$ cat config.mk
export PLATFORM = sky130hd
export DESIGN_NAME = memdp_clr
export DESIGN_NICKNAME = d
export VERILOG_FILES = /design/src/rtl/memdp_clr.sv
export SDC_FILE = /design/constraint.sdc
export NUM_CORES = 1
export LEC_CHECK = 0
export CORE_MARGIN = 2
export CORE_UTILIZATION = 65
export CTS_BUF_LIST = sky130_fd_sc_hd__clkbuf_16
export DETAILED_ROUTE_END_ITERATION = 8
export GPL_ROUTABILITY_DRIVEN = 0
export PLACE_DENSITY = 0.95
export SLEW_MARGIN = 40
export SYNTH_ARGS = -nofsm -noshare
export SYNTH_HDL_FRONTEND = slang
export SYNTH_SLANG_ARGS = --single-unit
$ cat constraint.sdc
create_clock -name clk -period 4.3 [get_ports clk]
set_clock_uncertainty 0.2 [all_clocks]
set_input_delay 0.86 -clock clk [delete_from_list [all_inputs] [get_ports clk]]
set_output_delay 0.86 -clock clk [all_outputs]
set_load 0.02 [all_outputs]
$ cat src/rtl/memdp_clr.sv
// Dual-port RAM with per-lane write enables and a hardware zero-fill sequence.
// Define MEMDP_OUTREG_EN to add a second read-data register stage per port.
module memdp_clr #(
    parameter int LW = 2,
    parameter int NL = 4,
    parameter int AW = 4
) (
    input  logic             clk,
    input  logic             rst_n,
    input  logic             clr_req,
    output logic             busy,
    input  logic             a_en,
    input  logic [NL-1:0]    a_we,
    input  logic [AW-1:0]    a_addr,
    input  logic [LW*NL-1:0] a_din,
    output logic [LW*NL-1:0] a_dout,
    output logic             a_vld,
    input  logic             b_en,
    input  logic [NL-1:0]    b_we,
    input  logic [AW-1:0]    b_addr,
    input  logic [LW*NL-1:0] b_din,
    output logic [LW*NL-1:0] b_dout,
    output logic             b_vld
);
    localparam int DW    = LW * NL;
    localparam int DEPTH = 2 ** AW;

    localparam logic [0:0] CLEAR = 1'b0;
    localparam logic [0:0] IDLE  = 1'b1;

    logic [0:0]    state_q, state_d;
    logic [AW-1:0] clr_cnt_q, clr_cnt_d;
    logic [DW-1:0] mem [DEPTH];
    logic [DW-1:0] a_dout_q, b_dout_q;
    logic          a_vld_q, b_vld_q;
    logic          a_rd, b_rd;

    assign busy = (state_q == CLEAR);
    assign a_rd = a_en && !busy;
    assign b_rd = b_en && !busy;

    // clr_req is only looked at in IDLE, so a running clear never restarts or extends
    always_comb begin
        state_d   = state_q;
        clr_cnt_d = clr_cnt_q;
        if (state_q == CLEAR) begin
            clr_cnt_d = clr_cnt_q + 1'b1;
            if (clr_cnt_q == {AW{1'b1}}) begin
                state_d = IDLE;
            end
        end else if (clr_req) begin
            state_d   = CLEAR;
            clr_cnt_d = '0;
        end
    end

    always_ff @(posedge clk or negedge rst_n) begin
        if (!rst_n) begin
            state_q   <= CLEAR;
            clr_cnt_q <= '0;
        end else begin
            state_q   <= state_d;
            clr_cnt_q <= clr_cnt_d;
        end
    end

    // Port A owns any lane it writes; port B only fills lanes A leaves alone on a shared address
    always_ff @(posedge clk) begin
        if (busy) begin
            mem[clr_cnt_q] <= '0;
        end else begin
            for (int i = 0; i < NL; i++) begin
                if (a_en && a_we[i]) begin
                    mem[a_addr][i*LW +: LW] <= a_din[i*LW +: LW];
                end
                if (b_en && b_we[i] && !(a_en && a_we[i] && (a_addr == b_addr))) begin
                    mem[b_addr][i*LW +: LW] <= b_din[i*LW +: LW];
                end
            end
        end
    end

    // Reads sample the array before this cycle's writes land, giving read-first behaviour
    always_ff @(posedge clk or negedge rst_n) begin
        if (!rst_n) begin
            a_dout_q <= '0;
            a_vld_q  <= 1'b0;
            b_dout_q <= '0;
            b_vld_q  <= 1'b0;
        end else begin
            a_vld_q <= a_rd;
            b_vld_q <= b_rd;
            if (a_rd) begin
                a_dout_q <= mem[a_addr];
            end
            if (b_rd) begin
                b_dout_q <= mem[b_addr];
            end
        end
    end

`ifdef MEMDP_OUTREG_EN
    logic [DW-1:0] a_dout2_q, b_dout2_q;
    logic          a_vld2_q, b_vld2_q;

    always_ff @(posedge clk or negedge rst_n) begin
        if (!rst_n) begin
            a_dout2_q <= '0;
            a_vld2_q  <= 1'b0;
            b_dout2_q <= '0;
            b_vld2_q  <= 1'b0;
        end else begin
            a_vld2_q <= a_vld_q;
            b_vld2_q <= b_vld_q;
            if (a_vld_q) begin
                a_dout2_q <= a_dout_q;
            end
            if (b_vld_q) begin
                b_dout2_q <= b_dout_q;
            end
        end
    end

    assign a_dout = a_dout2_q;
    assign a_vld  = a_vld2_q;
    assign b_dout = b_dout2_q;
    assign b_vld  = b_vld2_q;
`else
    assign a_dout = a_dout_q;
    assign a_vld  = a_vld_q;
    assign b_dout = b_dout_q;
    assign b_vld  = b_vld_q;
`endif

endmodule

* After elaboration in Yosys (flattened, before gate mapping)
Memory sizes are Yosys's and may differ from the RTL's. A register that Yosys moved wholly into a read port is not among the register bits.
Cells that the tools add are included.
** Operators by class
- Add/sub/neg operators :: 1
- Multiply operators :: 0
- Div/mod/pow operators :: 0
- $lt $le $gt $ge :: 0
- Equal/unequal tests :: 3
- Shift-type cells :: 0
- Multiplexer cells :: 33
- Bitwise logic cells :: 1
- Reduce and logical (&&, ||, !) cells :: 25
** Operator list (count)
- two-way mux 1 bit :: 28
- logical AND 1 bit :: 18
- two-way mux 4 bit :: 4
- two-way mux 8 bit :: 1
- OR reduction 8 bit :: 1
- logical NOT 1 bit :: 6
- adder 4 x 1 -> 4 bit, second input constant :: 1
- equality test 4 bit :: 1
- equality test 4 bit, second input constant :: 1
- inequality test 2 bit, second input constant :: 1
- inverter 1 bit :: 1
** Word-level totals
- Register bits :: 7
- Bits in latches :: 0
- Memory bits (writable) :: 128
- ROM bits :: 0
- Input port bits :: 37
- Output and inout port bits :: 19
- Memories kept :: 1
** Memory list
- mem :: words 16, bits a word 8, rd ports 2, clocked after memory_dff 2, wr ports 2, RTL line 33 : logic [DW-1:0] mem [DEPTH];

* Depth between registers and ports, before layout
Gate-level depths: netlist of run 1.
- Word-level depth :: 7
- Depth in mapped cells :: 7
- Mapped depth without buffers :: 4

* Worst setup path after synthesis of run 1
Ideal clock, no wire load.
- Path type :: input-to-reg
- Start :: input a_we[2]
- End :: memory mem[15][0] in the netlist's numbering (enable)
- Setup time :: 338 ps
- Arrival :: 2237 ps
- Data required time :: 3762 ps
- Path slack :: 1525 ps
- Cell stages on the path :: 6
- Buffers on the path :: 2
- Cell sequence :: nor4_1 -> nor2_2 -> buf_6 -> mux2_4 -> buf_2 -> o31ai_1
** RTL lines
- start, declared :: RTL line 13 : input logic [NL-1:0] a_we,
- end, declared :: RTL line 33

==> results of run 1 <==
==> cell usage after synthesis (8+ instances only) <==
| cell type | count |
|---|---|
| a211oi_1 | 9 |
| a211oi_2 | 20 |
| a21oi_1 | 43 |
| a22oi_1 | 26 |
| a31oi_1 | 8 |
| and2_0 | 8 |
| and3_1 | 10 |
| buf_2 | 41 |
| clkbuf_1 | 45 |
| dfrtp_1 | 23 |
| edfxtp_1 | 128 |
| mux2_2 | 123 |
| mux2i_1 | 82 |
| mux4_2 | 23 |
| nand2_1 | 73 |
| nand3_1 | 27 |
| nor2_1 | 17 |
| nor2b_1 | 14 |
| o211ai_1 | 11 |
| o22ai_1 | 11 |
| o31ai_1 | 11 |
| o32ai_1 | 52 |
==> sequential cells by signal, indices dropped and copies added (netlist names) <==
register / count
clr_cnt_q: 4
a_vld: 1
mem: 128
b_vld: 1
b_dout: 8
a_dout: 8
state_q: 1
==> logic make-up after synthesis <==
kind of cell / Yosys count / synth area share
buffers and inverters: 99 / 0.0471
AND/OR/NAND/NOR: 183 / 0.0910
AO/OA/AOI/OAI: 200 / 0.148
XOR/XNOR: 6 / 0.00580
multiplexers: 241 / 0.279
flip-flops: 151 / 0.427
adder cells (fa/ha/maj): 1 / 0.00121
==> placed cells by master, fill, tap and decap left out, types with 4 or more instances in the layout <==
cell type        Yosys  final
o21ai_0              4      4
mux2i_1             82     82
nand4_1              7      7
a211oi_2            20     20
xnor2_1              4      4
a22oi_1             26     26
o22ai_1             11     11
mux2_2             123    123
nand3_1             27     27
a31oi_1              8      8
nor2b_1             14     13
o31ai_1             11     11
clkinv_2             0      4
mux2_1               5      5
dfrtp_1             23     23
buf_4                3     43
mux2i_2              6      4
mux4_2              23     23
nand2_1             73     73
a21oi_1             43     43
o32ai_1             52     52
a211oi_1             9      9
clkdlybuf4s50_1      0     52
and3_1              10      9
and4b_1              4      4
edfxtp_1           128    128
nor2_1              17     15
o211ai_1            11     11
clkbuf_16            0     20
and2_1               4      6
clkinv_4             0      6
and2_0               8      6
==> layout make-up <==
| cell class | count | area [µm²] |
|---|---|---|
| flip-flops and latches | 151 | 4420 |
| well taps | 216 | 270 |
| multi-input cells | 631 | 5480 |
| fillers | 992 | 4100 |
| inverters | 2 | 7.51 |
| clock inverters | 12 | 88.8 |
| clock buffers | 20 | 500 |
| repair buffers | 97 | 853 |
==> worst max-delay path by stage <==
stage,to,cells past startpoint
after global routing,mem[0][4],6
after CTS,mem[0][4],6
after global placement,mem[10][2],5
after floorplan,mem[15][0],6
after detailed placement,mem[0][4],6
final,mem[3][5],6
==> stage by stage <==
stage	hold WS, ns	setup WS, ns	instances
floorplan	0.346	1.53	881
global placement	0.261	0.405	1097
detailed placement	0.267	0.433	1097
CTS	0.282	0.863	1129
global route	0.308	0.762	1129
finish	0.272	0.724	1129
==> power groups by stage <==
stage          Sequential [W]  Clock (W)  Combinational [W]
2_1_floorplan         0.00224          0            0.00110
3_3_place_gp          0.00222          0            0.00176
3_5_place_dp          0.00224          0            0.00182
4_1_cts               0.00221    0.00148            0.00185
5_1_grt               0.00225    0.00155            0.00201
6_report              0.00223    0.00149            0.00194
==> layer usage <==
| metal | up-vias | routed length [µm] |
|---|---|---|
| met3 | 211 | 5340 |
| met4 | 0 | 2360 |
| met1 | 4118 | 11300 |
| li1 | 3551 | - |
| met2 | 939 | 14100 |
| met5 | - | 0 |
==> tightest hold or removal path, delay by kind of cell, from the launching register on <==
kind	cells	cell delay, ns
AND/OR/NAND/NOR	2	0.10
flip-flops	1	0.34
==> results by group, run 1 <==
Outcome
  – Outcome: finished, final reports clean

Floorplanning
  – Core Region: between 15,000 and 20,000 µm²
  – Io pins: 56
  – Die Area: roughly 17,000 µm²
  – # rows: 46
  – Die Span X: roughly 130 µm
  – Die boundary height: approximately 130 µm
  – Starting Density: 0.659

GRT
  – Overflow after GRT: 0
  – Vias in the first global route: 8,451
  – Met1 Use GR: 0.519
  – Met3 Use GR: 0.154
  – Most Crowded Layer GR: met2
  – First-pass GRT wire length: 49.6 mm
  – Largest net degree at the start of global routing: 50
  – Initial antenna violation count: 0
  – Met2 Usage GRT: 0.576
  – GRT Util Overall: 0.401

Run
  – Max cap viols: 0

Logic synthesis
  – Mean area per synthesized cell: between 10 and 15 µm²
  – Most used DFF post-synth: edfxtp_1
  – Register area share after synthesis: 0.427
  – Post-synth EDFFs: around 130
  – Mapped cell area: around 10,000 µm²
  – Top-area cell type share of the netlist area: 0.371
  – Post-Syn Instances: between 800 and 900
  – Distinct cells, synth: 54
  – Yosys warning count: 0
  – Cell taking the most area after synthesis: edfxtp_1
  – Syn nets: roughly 920
  – Top cells by area, synth: edfxtp_1 37%, mux2_2 13%, mux2i_1 7.9%
  – Synthesized flop and latch total: 151
  – Synth async-reset ratio: 0.152

Timing
  – Worst-margin pin slew: 0.942 ns
  – Clock period minus worst slack: approximately 3.6 ns
  – F_max: ~280 MHz
  – Final period util: 0.832
  – Final setup viols: 0
  – TNS Setup: 0 ns
  – Rel. slew slack: 0.372
  – Fin. Hold Viols: 0
  – Final Max Tran Viols: 0
  – RSZ-0062 raised after global routing: no

Power
  – Comb power frac: 0.342
  – PwrDens: 488 nW/µm²
  – Sw frac: 0.370
  – Internal: between 0.003 and 0.004 W
  – VDD IR max: about 420 µV
  – Tot Pwr: between 0.005 and 0.006 W
  – Net switching power figure: approximately 0.0021 W
  – Clock power frac: 0.263
  – Sequential Power Share: 0.394
  – Leakage: between 4 and 5 nW

Critical path
  – Slowest CP cell: clkdlybuf4s50_1
  – R2R depth: 6
  – Critical path buffers and inverters: 2
  – Reg-to-Reg End: mem[3][5]
  – Worst path arrival time: 3.56 ns
  – CP top delay family: buffers and inverters
  – Cells along the critical path: clkdlybuf4s50_1 > and2_1 > buf_4 > nand2_1 > a211oi_1 > mux2_2
  – Slowest Stage Delay on Critical Path: 0.70 ns
  – CP Class: input pin to flop
  – Startpoint types: input pin
  – Crit path max fanout: 18
  – Worst setup EP type: flop
  – Setup crit start: b_en
  – Worst r2r src: state_q
  – Reg2Reg Setup Slack: approximately 1.1 ns
  – Req. time, crit path: between 4 and 5 ns

Hold path
  – Hold-critical path depth: 2
  – Hold path start: a_dout[1]
  – HP Class: flop to flop
  – Hold Path Sink: a_dout[1]

Placed design
  – Post-placement cell area: around 11,000 µm²
  – PortBufs: 55
  – HPWL Detailed: between 20 and 25 mm

Clock network
  – Worst-skew pair later-pin latency: roughly 0.44 ns
  – CTS buffer count: 17
  – Hold_buf cts: 0
  – Clock transition at the registers of the reported paths: 0.06 ns
  – Post-CTS sizing: 0
  – Post-CTS Setup Inserts: 0
  – CTS sink cnt: 151
  – Buffer levels on the longest clock path: 2
  – CTS tree: yes
  – # H-tree levels: 4
  – CTS Root Cell: clkbuf_16

Layout
  – Fraction of layout cells with a size suffix above 1: 0.287
  – Core Util, Final: 0.739
  – Diodes inserted: 0
  – Nets@finish: approximately 940
  – Area grow syn2layout: 12.2%
  – Design Area, Final: 11,600 µm²

Drt
  – Drt first pass iters: 7
  – Routed Antenna Nets: 0
  – Vias per cell: around 7.8
  – DRT iter0 DRCs: 1,422
  – Wire length per cell: about 30 µm
  – Final WL: 33.1 mm
  – DRC Markers: 0
  – Routed vias: about 9,000
Note: power is estimated with default switching activity, not from simulation.
==> run 2: changes to the inputs <==
--- a/config.mk
+++ b/config.mk
@@ -6,11 +6,11 @@
 export NUM_CORES = 1
 export LEC_CHECK = 0
 export CORE_MARGIN = 2
-export CORE_UTILIZATION = 65
+export CORE_UTILIZATION = 55
 export CTS_BUF_LIST = sky130_fd_sc_hd__clkbuf_16
 export DETAILED_ROUTE_END_ITERATION = 8
 export GPL_ROUTABILITY_DRIVEN = 0
-export PLACE_DENSITY = 0.95
+export PLACE_DENSITY = 0.86
 export SLEW_MARGIN = 40
 export SYNTH_ARGS = -nofsm -noshare
 export SYNTH_HDL_FRONTEND = slang
==> constraint.sdc (replaced) <==
create_clock -name clk -period 3.2 [get_ports clk]
set_clock_uncertainty 0.2 [all_clocks]
set_input_delay 0.64 -clock clk [delete_from_list [all_inputs] [get_ports clk]]
set_output_delay 0.64 -clock clk [all_outputs]
set_load 0.02 [all_outputs]
==> run 2 against run 1 <==
  * Clock power increased by 58%
  * Critical path depth grew 1
  * Non-clock buffer count rose by 59
  * Largest cell class unchanged
==> results by group, run 2 (synthesis results as in run 1) <==
Clock network
  – Hold_buf cts: 0 (unchanged)
  – CTS tree: yes
  – Clock transition at the registers of the reported paths: 0.06 ns (about the same)
  – Buffer levels on the longest clock path: 2 (unchanged)
  – Post-CTS sizing: 0 (unchanged)
  – CTS sink cnt: 151 (unchanged)
  – CTS Root Cell: clkbuf_16
  – Post-CTS Setup Inserts: 0 (unchanged)
  – Worst-skew pair later-pin latency: 0.44 ns (about the same)
  – CTS buffer count: 17 (unchanged)
  – # H-tree levels: 4 (unchanged)

Floorplanning
  – Io pins: 56 (unchanged)
  – Core Region: 18,600 µm² (+18%)
  – Die Span X: 141 µm (+8.4%)
  – Starting Density: 0.557 (-0.102)
  – Die boundary height: 141 µm (+8.4%)
  – # rows: 50 (+8.7%)
  – Die Area: 19,900 µm² (+18%)

Layout
  – Area grow syn2layout: 18.7%
  – Nets@finish: 997 (+6.3%)
  – Max reg flops: 128 (unchanged)
  – Fraction of layout cells with a size suffix above 1: 0.327 (+0.0402)
  – FILL cells: 1,290 (+30%)
  – Commonest non-fill, non-tap cells in the layout: 128 x edfxtp_1, 123 x mux2_2, 91 x buf_4
  – Diodes inserted: 0 (unchanged)
  – Commonest non-fill, non-tap cell in the layout: edfxtp_1
  – Largest Register: mem
  – Non-Filler Instances: 1,206 (+6.8%)
  – Core Util, Final: 0.661 (-0.0783)

Timing
  – Rel. slew slack: 0.427 (+0.0551)
  – Final period util: 0.913
  – RSZ-0062 raised after global routing: no
  – Final Max Tran Viols: 0 (unchanged)
  – Setup ws final: 0.277 ns (-0.447 ns)
  – F_max: about 340 MHz
  – Fin. Hold Viols: 0 (unchanged)
  – Worst-margin pin slew: 0.859 ns (-0.0826 ns)
  – Clock period minus worst slack: 2.92 ns
  – Final setup viols: 0 (unchanged)

Critical path
  – Crit path max fanout: 16 (-2)
  – Req. time, crit path: 3.09 ns (-1.19 ns)
  – Worst path arrival time: 2.81 ns (-0.75 ns)
  – CP Class: input pin to flop
  – Worst setup EP type: flop
  – Startpoint types: input pin

Placed design
  – Inst Count DP: 1,174 (+7.0%)
  – Dpl ws: -0.120 ns (-0.552 ns)
  – PortBufs: 55 (unchanged)
  – HPWL Detailed: 23.5 mm (+10%)

Power
  – VDD IR max: 449 µV (+6.4%)
  – PwrDens: 665 nW/µm² (+36%)
  – Leakage: 4.53 nW (+8.8%)

Drt
  – Drt first pass iters: 6 (-1)
  – DRC Markers: 0 (unchanged)
  – Final WL: 34.6 mm (+4.4%)
  – DRT iter0 DRCs: 1,444 (+1.5%)
  – Wire length per cell: 28.7 µm (-2.3%)
  – Routed vias: 8,882 (+0.71%)
  – Routed Antenna Nets: 0 (unchanged)
  – Vias per cell: 7.36 (-5.7%)

GRT
  – Overflow after GRT: 0 (unchanged)
  – First-pass GRT wire length: 52.2 mm (+5.3%)
  – GRT Util Overall: 0.349 (-0.0517)
  – Initial antenna violation count: 0 (unchanged)
  – Vias in the first global route: 8,877 (+5.0%)
  – Largest net degree at the start of global routing: 33 (-34%)

Hold path
  – HP Class: flop to flop

Outcome
  – Outcome: finished, final reports clean

Run
  – Max cap viols: 0 (unchanged)
## run 2: cell types whose count changed in the layout (fill, tap and decap cells not counted), moves of 2 or more
cell	delta
buf_4	+48
bufinv_16	+6
nor2_1	+2
clkbuf_16	-3
inv_6	+2
clkinv_4	-4
clkinv_2	-3
buf_12	+11
## run 2: final timing paths
path / endpoint / depth (start not counted) / slack [ns] / startpoint
max: mem[7][2] / 7 / 0.28 / a_en
min: a_dout[0] / 2 / 0.28 / a_dout[0]
max reg2reg: mem[7][2] / 6 / 0.29 / state_q
min reg2reg: a_dout[0] / 2 / 0.28 / a_dout[0]
max in group asynchronous: b_dout[2] / 2 / 2.14 / rst_n
min in group asynchronous: a_dout[4] / 2 / 0.37 / rst_n
## run 2: through the flow
stage | setup TNS [ns] | hold WS, ns | area, µm² | total power, W
finish | 0 | 0.275 | 12300 | 0.00816
global route | 0 | 0.313 | 12300 | 0.00838
CTS | 0 | 0.285 | 12300 | 0.00804
detailed placement | -2.42 | 0.271 | 11600 | 0.00570
global placement | -6.12 | 0.267 | 11600 | 0.00559
floorplan | 0 | 0.144 | 10300 | 0.00449
## run 2: area by class of cell
type                    count  area (µm²)  area share
clock buffers              17         425      0.0346
clock inverters            15         248      0.0202
inverters                   2        7.51    0.000611
multi-input cells         631        5460       0.444
flip-flops and latches    151        4420       0.360
well taps                 234         293      0.0238
repair buffers            156        1430       0.117
## run 2: metal layers
metal  wire [µm]  up-vias  track usage
li1            -     3659            -
met1       12500     4215        0.460
met2       15100      826        0.516
met3        5000      182        0.108
met4        1990        0        0.190
met5           0        -            0
## run 2: worst max-delay path: stages
cell and delay [ns]:
clkdlybuf4s50_1 0.48, nand2_1 0.08, nor2_2 0.60, buf_4 0.26, mux2i_2 0.09, buf_12 0.17, o32ai_1 0.48
## run 2: where the power goes
| group | internal (W) | switching [W] | total (W) |
|---|---|---|---|
| registers | 0.00268 | 0.000319 | 0.00300 |
| logic | 0.00114 | 0.00168 | 0.00281 |
| clock network | 0.00147 | 0.000882 | 0.00235 |
| total | 0.00529 | 0.00288 | 0.00816 |
